### src/rtl/wb_dsp_equation_sequencer.sv
// wb_dsp_equation_sequencer
// Runs one DSP equation over a Wishbone master command port. It fetches a
// three-word descriptor (operand A address, operand B address, result address),
// reads both operands, applies the selected operation and writes the result back.
module wb_dsp_equation_sequencer #(
    parameter int dw = 32,
    parameter int aw = 32
) (
    input  logic          wb_clk,
    input  logic          wb_rst,
    input  logic          start_equation,
    input  logic          stop_equation,
    input  logic [7:0]    equation,
    input  logic [aw-1:0] equation_address,
    input  logic          active,
    input  logic [dw-1:0] data_rd,
    output logic          start,
    output logic [aw-1:0] address,
    output logic [3:0]    selection,
    output logic          write,
    output logic [dw-1:0] data_wr,
    output logic          busy,
    output logic          done,
    output logic          error,
    output logic [dw-1:0] result
);

    typedef enum logic [3:0] {
        S_IDLE, S_DESC0, S_DESC1, S_DESC2, S_RD_A, S_RD_B, S_EXEC, S_WR_RES, S_FINISH
    } state_t;

    typedef enum logic [1:0] {P_ISSUE, P_WAIT_HI, P_WAIT_LO} phase_t;

    state_t        state_reg, state_next;
    phase_t        phase_reg, phase_next;
    logic          start_eq_reg;
    logic [7:0]    op_reg, op_next;
    logic [aw-1:0] base_reg, base_next;
    logic [aw-1:0] addr_a_reg, addr_a_next;
    logic [aw-1:0] addr_b_reg, addr_b_next;
    logic [aw-1:0] addr_r_reg, addr_r_next;
    logic [dw-1:0] opa_reg, opa_next;
    logic [dw-1:0] opb_reg, opb_next;
    logic          start_reg, start_next;
    logic [aw-1:0] address_reg, address_next;
    logic [3:0]    selection_reg, selection_next;
    logic          write_reg, write_next;
    logic [dw-1:0] data_wr_reg, data_wr_next;
    logic          busy_reg, busy_next;
    logic          done_reg, done_next;
    logic          error_reg, error_next;
    logic [dw-1:0] result_reg, result_next;

    // Command presented by the current transfer state
    logic [aw-1:0] xfer_addr;
    logic          xfer_write;
    logic [dw-1:0] xfer_data;

    // Select the address/direction/data of the transfer owned by the current state
    always_comb begin
        xfer_addr  = base_reg;
        xfer_write = 1'b0;
        xfer_data  = '0;
        case (state_reg)
            S_DESC1:  xfer_addr = base_reg + aw'(4);
            S_DESC2:  xfer_addr = base_reg + aw'(8);
            S_RD_A:   xfer_addr = addr_a_reg;
            S_RD_B:   xfer_addr = addr_b_reg;
            S_WR_RES: begin
                xfer_addr  = addr_r_reg;
                xfer_write = 1'b1;
                xfer_data  = result_reg;
            end
            default:  xfer_addr = base_reg;
        endcase
    end

    // Next-state and output logic: trigger, per-transfer handshake, execute, finish
    always_comb begin
        state_next     = state_reg;
        phase_next     = phase_reg;
        op_next        = op_reg;
        base_next      = base_reg;
        addr_a_next    = addr_a_reg;
        addr_b_next    = addr_b_reg;
        addr_r_next    = addr_r_reg;
        opa_next       = opa_reg;
        opb_next       = opb_reg;
        start_next     = 1'b0;
        address_next   = address_reg;
        selection_next = selection_reg;
        write_next     = write_reg;
        data_wr_next   = data_wr_reg;
        busy_next      = busy_reg;
        done_next      = 1'b0;
        error_next     = error_reg;
        result_next    = result_reg;

        case (state_reg)
            S_IDLE: begin
                // A held stop suppresses the edge entirely; error is left alone
                if (start_equation && !start_eq_reg && !stop_equation) begin
                    op_next    = equation;
                    base_next  = equation_address;
                    busy_next  = 1'b1;
                    error_next = 1'b0;
                    state_next = S_DESC0;
                    phase_next = P_ISSUE;
                end
            end
            S_EXEC: begin
                state_next = S_WR_RES;
                phase_next = P_ISSUE;
                case (op_reg)
                    8'd0:    result_next = opa_reg + opb_reg;
                    8'd1:    result_next = opa_reg - opb_reg;
                    8'd2:    result_next = opa_reg * opb_reg;
                    8'd3:    result_next = opa_reg & opb_reg;
                    8'd4:    result_next = opa_reg | opb_reg;
                    8'd5:    result_next = opa_reg ^ opb_reg;
                    default: begin
                        error_next = 1'b1;
                        state_next = S_FINISH;
                    end
                endcase
            end
            S_FINISH: begin
                busy_next  = 1'b0;
                done_next  = 1'b1;
                state_next = S_IDLE;
            end
            default: begin
                // Transfer states: abort is only honoured before a new issue
                case (phase_reg)
                    P_ISSUE: begin
                        if (stop_equation) begin
                            error_next = 1'b1;
                            state_next = S_FINISH;
                        end else if (!active) begin
                            start_next     = 1'b1;
                            address_next   = xfer_addr;
                            selection_next = 4'hF;
                            write_next     = xfer_write;
                            data_wr_next   = xfer_data;
                            phase_next     = P_WAIT_HI;
                        end
                    end
                    P_WAIT_HI: begin
                        if (active) phase_next = P_WAIT_LO;
                    end
                    default: begin
                        if (!active) begin
                            phase_next = P_ISSUE;
                            case (state_reg)
                                S_DESC0: begin addr_a_next = aw'(data_rd); state_next = S_DESC1;  end
                                S_DESC1: begin addr_b_next = aw'(data_rd); state_next = S_DESC2;  end
                                S_DESC2: begin addr_r_next = aw'(data_rd); state_next = S_RD_A;   end
                                S_RD_A:  begin opa_next    = data_rd;      state_next = S_RD_B;   end
                                S_RD_B:  begin opb_next    = data_rd;      state_next = S_EXEC;   end
                                S_WR_RES:                                   state_next = S_FINISH;
                                default:                                    state_next = S_IDLE;
                            endcase
                        end
                    end
                endcase
            end
        endcase
    end

    // State and output registers with asynchronous clear
    always_ff @(posedge wb_clk or posedge wb_rst) begin
        if (wb_rst) begin
            state_reg     <= S_IDLE;
            phase_reg     <= P_ISSUE;
            start_eq_reg  <= 1'b0;
            op_reg        <= '0;
            base_reg      <= '0;
            addr_a_reg    <= '0;
            addr_b_reg    <= '0;
            addr_r_reg    <= '0;
            opa_reg       <= '0;
            opb_reg       <= '0;
            start_reg     <= 1'b0;
            address_reg   <= '0;
            selection_reg <= '0;
            write_reg     <= 1'b0;
            data_wr_reg   <= '0;
            busy_reg      <= 1'b0;
            done_reg      <= 1'b0;
            error_reg     <= 1'b0;
            result_reg    <= '0;
        end else begin
            state_reg     <= state_next;
            phase_reg     <= phase_next;
            start_eq_reg  <= start_equation;
            op_reg        <= op_next;
            base_reg      <= base_next;
            addr_a_reg    <= addr_a_next;
            addr_b_reg    <= addr_b_next;
            addr_r_reg    <= addr_r_next;
            opa_reg       <= opa_next;
            opb_reg       <= opb_next;
            start_reg     <= start_next;
            address_reg   <= address_next;
            selection_reg <= selection_next;
            write_reg     <= write_next;
            data_wr_reg   <= data_wr_next;
            busy_reg      <= busy_next;
            done_reg      <= done_next;
            error_reg     <= error_next;
            result_reg    <= result_next;
        end
    end

    assign start     = start_reg;
    assign address   = address_reg;
    assign selection = selection_reg;
    assign write     = write_reg;
    assign data_wr   = data_wr_reg;
    assign busy      = busy_reg;
    assign done      = done_reg;
    assign error     = error_reg;
    assign result    = result_reg;

endmodule

### config.mk
export PLATFORM = sky130hd
export DESIGN_NAME = wb_dsp_equation_sequencer
export DESIGN_NICKNAME = d
export VERILOG_FILES = /design/src/rtl/wb_dsp_equation_sequencer.sv
export SDC_FILE = /design/constraint.sdc
export NUM_CORES = 2
export LEC_CHECK = 0
export ABC_AREA = 1
export BUFFER_PORTS_ARGS = -buffer_cell sky130_fd_sc_hd__buf_2
export CORE_MARGIN = 8
export CORE_UTILIZATION = 36
export DETAILED_ROUTE_END_ITERATION = 7
export GPL_ROUTABILITY_DRIVEN = 0
export PLACE_DENSITY = 0.51
export SYNTH_ARGS = -nofsm -noshare
export SYNTH_HDL_FRONTEND = slang
export SYNTH_SLANG_ARGS = --single-unit
### constraint.sdc
create_clock -name wb_clk -period 25.8 [get_ports wb_clk]
set_clock_uncertainty 0.2 [all_clocks]
set_input_delay 3.87 -clock wb_clk [delete_from_list [all_inputs] [get_ports wb_clk]]
set_output_delay 3.87 -clock wb_clk [all_outputs]
set_load 0.02 [all_outputs]
-- Word-level counts from Yosys, hierarchy flattened
Cells that the tools add are included.
- add/sub/neg operators: 4
- $mul: 1
- divide/modulo/power cells: 0
- order comparisons: 0
- eq/ne operators: 23
- shifts and indexed selects: 0
- muxes and demuxes: 30
- bitwise operators: 8
- reductions and logical operators: 26
- operator list (cell ; count):
    $pmux W32 S6 ; 1
    $pmux W32 S5 ; 1
    $add A32 B3 Y32 const B ; 1
    $add A32 B32 Y32 ; 1
    $add A32 B4 Y32 const B ; 1
    $and A32 B32 Y32 ; 1
    $mul A32 B32 Y32 ; 1
    $mux W32 ; 1
    $or A32 B32 Y32 ; 1
    $sub A32 B32 Y32 ; 1
    $xor A32 B32 Y32 ; 1
    $reduce_and A4 Y1 ; 7
    $pmux W4 S6 ; 1
    $eq A4 B3 Y1 const B ; 4
    $eq A8 B2 Y1 const B ; 2
    $eq A8 B3 Y1 const B ; 2
    $mux W4 ; 4
    $ne A4 B2 Y1 const B ; 3
    $pmux W4 S3 ; 1
    $mux W1 ; 11
    $mux W2 ; 5
    $eq A4 B2 Y1 const B ; 2
    $eq A8 B1 Y1 const B ; 1
    $logic_not A8 Y1 ; 1
    other kinds (26) ; 37
- flip-flop bits (word level): 309
- bits in latches: 0
- bits in writable memories: 0
- memory bits (read-only): 0
- input bits: 77
- output and inout bits: 105
- word-level logic and storage cells: 111
- memories: 0

-- Longest topological paths before layout
- depth in word-level cells: 5
- depth in mapped cells: 35
- gate-level depth less buffers: 33

-- Worst setup path before layout
No wires, ideal clock.
- kind: register -> register
- from: register opb_reg[2]
- to: register result_reg[30], in the netlist result[30]
- library setup time: 0.118 ns
- data arrival time: 6.666 ns
- required time: 25.482 ns
- slack: 18.816 ns
- cell stages (with the launch flop): 28
- buffers on the path: 2
- clock period less this slack: 6.984 ns
- cell sequence: dfrtp_1 > clkbuf_1 > buf_1 > nand2_1 > fa_1 > inv_1 > fa_1 > inv_1 > fa_1 > inv_1 > fa_1 > fa_1 > inv_1 > fa_1 > inv_1 > fa_1 > fa_1 > ha_1 > nand2_1 > nor2_1 > nor3b_1 > a221oi_1 > nand2_1 > or2_2 > nand3_1 > nand3_1 > a21oi_1 > nor2_1
- longest elaborated chain between the ends: 2
- elaborated cells on any way between the ends: 4
- classes of those cells: add/sub (2); mul (1); mux (1)
- RTL lines (element ; line ; source):
    start: declaration ; 43 ; logic [dw-1:0] opb_reg, opb_next;
    start signal: assignment ; 202 ; opb_reg <= opb_next;
    $mul A32 B32 Y32 (tied with other cells) ; 117 ; 8'd2: result_next = opa_reg * opb_reg;
    $pmux W32 S6 * ; 114 ; case (op_reg)
    end signal: assignment ; 211 ; result_reg <= result_next;
    end: declaration ; 52 ; logic [dw-1:0] result_reg, result_next;
Mark *: on every way between the ends. The rest lies on a longest branch, timed or not.
A chain may end at the register's enable or synchronous reset.

-- Worst setup path after layout
- from: register opa_reg[13]
- to: register result_reg[23], in the netlist result[23]
- longest elaborated chain between the ends: 2
- elaborated cells on any way between the ends: 4
- classes of those cells: add/sub (2); mul (1); mux (1)
- RTL lines (element ; line ; source):
    start: declaration ; 42 ; logic [dw-1:0] opa_reg, opa_next;
    start signal: assignment ; 201 ; opa_reg <= opa_next;
    $mul A32 B32 Y32 (tied with other cells) ; 117 ;
    $pmux W32 S6 * ; 114 ;
Marked as above.

==> impl_summary.log <==
INFO  metric clk_pin_slew = 0.07 ns
INFO  metric finalCritPeriodShare = 0.306
INFO  metric global_route.usage.met2 = 0.380
INFO  metric track_usage = 0.221
INFO  metric rsz0062_at_grt = false
INFO  metric timing.setup.tns = 0 ns
INFO  metric detailedPlacementHpwl = 88900 microns
INFO  metric netlist_top_cells_area = fa_1 24%, dfrtp_1 22%, nand2_1 13%
INFO  metric max_freq = 0.127 GHz
INFO  metric rows = 113
INFO  metric synth_largest_area_cell = fa_1
INFO  metric layout.cells.most_common_list = 1202 x nand2_1, 1008 x inv_1, 409 x fa_1
INFO  metric r2r_setup_slack = 17.90 ns
INFO  metric max_stage_delay = 1.07 ns
INFO  metric cpMaxStageDelayCell = dfrtp_1
INFO  metric synth_cell_types = 63
INFO  metric synthesis.area_per_instance = 7.59 sq um
INFO  metric area_share_of_the_largest_cell_type_after_synthesis = 0.238
INFO  metric hold_end = data_wr[18]$_DFFE_PP0P_
INFO  metric timing.hold.worst.start = data_wr[18]$_DFFE_PP0P_
INFO  metric cts_tree = done
INFO  metric num-fill-cells = 9943
INFO  metric cts_made_buffers = 37
INFO  metric placedCellCount = 5833
INFO  metric grt_antenna_before_repair = 1
INFO  metric crit_path_end_kind = register
INFO  metric grt_use_met3 = 0.0231
INFO  metric worstHoldPathCells = 2
INFO  metric synth_seq_cells = 309
INFO  metric routed_wire_length_per_instance = 20.0 microns
INFO  metric port_buffers = 181
INFO  metric cts.repair.resized = 0
INFO  metric hold_removal_path_class = reg2reg
INFO  metric outcome = finished, final reports clean
INFO  metric first_drt_iteration_drcs = 2015
INFO  metric cp.required = 26.04 ns
INFO  metric area_growth = 9.85%
INFO  metric drv_cap = 0
INFO  metric total_die_area = 0.106 sq mm
INFO  metric postRouteAntennaNets = 0
INFO  metric fp.dieW = 325 microns
INFO  metric grt-ovfl-total = 0
INFO  metric critical_path.startpoint = opa_reg[13]$_DFFE_PP0P_
INFO  metric cts-root-to-sink-buffers = 3
INFO  metric synthesized_instance_count = 4542
INFO  metric quantity_of_hold_fixing_buffers_added_after_cts = 0
INFO  metric routed-via-count = 29400
INFO  metric post-route-drc-count = 0
INFO  metric rr_startpoint = opa_reg[13]$_DFFE_PP0P_
INFO  metric max_slew_margin = 0.149
INFO  metric area_of_the_mapped_netlist = 0.0345 sq mm
INFO  metric sequential_element_share_of_the_synthesized_area = 0.224
INFO  metric critical_path.reg2reg.endpoint = result[23]$_DFFE_PP0P_
INFO  metric drive_gt1_frac = 0.0809
INFO  metric grt_pass1_wl = 184000 microns
INFO  metric syn_nets = 5249
INFO  metric dieHeight = 325 microns
INFO  metric total_wire_length_after_detailed_routing = 118000 microns
INFO  metric power_per_cell_area = 117 mW/mm^2
INFO  metric initial_utilization = 0.363
INFO  metric cts_root_buffer = clkbuf_16
INFO  metric gr-usage-met1 = 0.292
INFO  metric startpoint_type = register
INFO  metric most_used_dff_post_synth = dfrtp_1
INFO  metric cell_repeated_most_along_the_worst_path = fa_1
INFO  metric first_pass_iters = 6
INFO  metric finalNetCount = 5314
INFO  metric power.ir.vdd_worst = 0.0000692 V
INFO  metric clk_latency = 0.58 ns
INFO  metric synth-edff-count = 0
INFO  metric design.core.area = 0.0949 sq mm
INFO  metric post_layout_nonfiller_instances = 5901
INFO  metric post_cts_buffers = 0
INFO  metric routed_via_density = 4.98
INFO  metric clkSinkCount = 309
INFO  metric grt_busiest_layer = met2
INFO  metric worst-endpoint-arrival = 8.14 ns
INFO  metric setup_violations = 0
INFO  metric cts_max_level = 2
INFO  metric static-leakage-power = 21.3 nW
INFO  metric period_minus_slack = 7.90 ns
INFO  metric io_pins = 182
INFO  metric pin_count_of_the_biggest_net_entering_global_routing = 150
INFO  metric critical_path_maximum_fanout = 22
INFO  metric report.final.slew_viol_count = 0
INFO  metric via_count_of_the_first_global_routing_pass = 30200
INFO  metric synth-warning-count = 0
INFO  metric timing.setup.critical_path_class = reg2reg
INFO  metric max_slew.worst_pin.slew = 1.27 ns
INFO  metric finalHoldViolCount = 0
INFO  metric worstRegToRegCells = 28
INFO  metric most_common_cell_after_layout_fill_and_taps_aside = nand2_1
INFO  metric asyncSetResetFlopFracSynth = 1.00
-- metrics by stage --
stage / worst slack [ns] / hold slack [ns] / area, sq um / utilization / power [mW]
after floorplan: 13.19 / 0.253 / 34500 / - / 2.89
after global placement: 17.98 / 0.256 / 36500 / 0.385 / 3.84
after CTS: 17.96 / 0.277 / 37900 / 0.399 / 4.45
after detailed placement: 17.99 / 0.261 / 36500 / 0.385 / 3.85
after global routing: 17.47 / 0.292 / 37900 / 0.399 / 4.88
final: 17.90 / 0.272 / 37900 / 0.399 / 4.44
-- worst max-delay path, delay by kind of cell (launching register included) --
kind | cells | cell delay (ns)
adders and majority gates | 9 | 4.25
and+or+nand+nor | 12 | 1.76
DFF | 1 | 1.07
buffers and inverters | 6 | 0.40
AOI/OAI and AO/OA | 1 | 0.06
-- cell type report --
| cell class | instances | area (sq um) | share of cell area |
|---|---|---|---|
| multi-input cells | 2990 | 22000 | 0.580 |
| clock inverters | 17 | 273 | 0.00721 |
| repair buffers | 244 | 1390 | 0.0368 |
| flip-flops and latches | 309 | 7730 | 0.204 |
| inverters | 1025 | 3850 | 0.102 |
| well taps | 1265 | 1580 | 0.0418 |
| diodes | 1 | 2.50 | 0.0000661 |
| clock buffers | 50 | 1070 | 0.0282 |
-- cell usage after synthesis, types with 7 or more instances --
cell type,instances
dfrtp_1,309
a221oi_1,30
o21ai_1,27
ha_1,221
nor3_1,21
a211oi_1,7
a31oi_1,16
o211ai_1,12
inv_1,1010
fa_1,409
a21oi_1,154
xor2_1,44
o21ai_0,352
nand3_1,142
o21a_1,7
nor2_1,173
buf_1,24
inv_2,15
a41oi_1,7
nor4_1,8
o21bai_1,7
or2_2,9
clkbuf_1,128
a22o_1,16
nor3_2,8
buf_4,11
nor2_2,7
o2111ai_1,12
nand3b_1,9
nand4_1,29
buf_2,52
nand2_1,1202
-- power by group --
group          internal [mW]  leakage (nW)  total (mW)  switching, mW
Clock                  0.344         0.650       0.578          0.234
Sequential             0.650          4.07       0.887          0.237
Combinational          0.988          16.6        2.98           1.99
Total                   1.98          21.3        4.44           2.46
-- worst max path at each step --
stage                           endpoint
3_3_place_gp      result[25]$_DFFE_PP0P_
2_1_floorplan  addr_a_reg[0]$_DFFE_PP0P_
6_report          result[23]$_DFFE_PP0P_
5_1_grt           result[23]$_DFFE_PP0P_
3_5_place_dp      result[25]$_DFFE_PP0P_
4_1_cts           result[25]$_DFFE_PP0P_
-- per-layer routing --
| metal | part of all wire | routed length [microns] |
|---|---|---|
| met2 | 0.48 | 56800 |
| met1 | 0.43 | 51100 |
| met4 | 0.035 | 4130 |
| met3 | 0.051 | 6010 |
| met5 | 0 | 0 |
-- logic make-up (layout without fill, tap and decap cells) --
| group | after synthesis | count (layout) | share of synthesized area |
|---|---|---|---|
| AND/OR/NAND/NOR | 1631 | 1631 | 0.194 |
| buffers and inverters | 1243 | 1336 | 0.139 |
| adder cells (fa/ha/maj) | 630 | 630 | 0.318 |
| other | 0 | 1 | 0 |
| flip-flops | 309 | 309 | 0.224 |
| AO/OA/AOI/OAI | 679 | 679 | 0.112 |
| XOR/XNOR | 50 | 50 | 0.0127 |
Note: power is estimated with default switching activity, not from simulation.
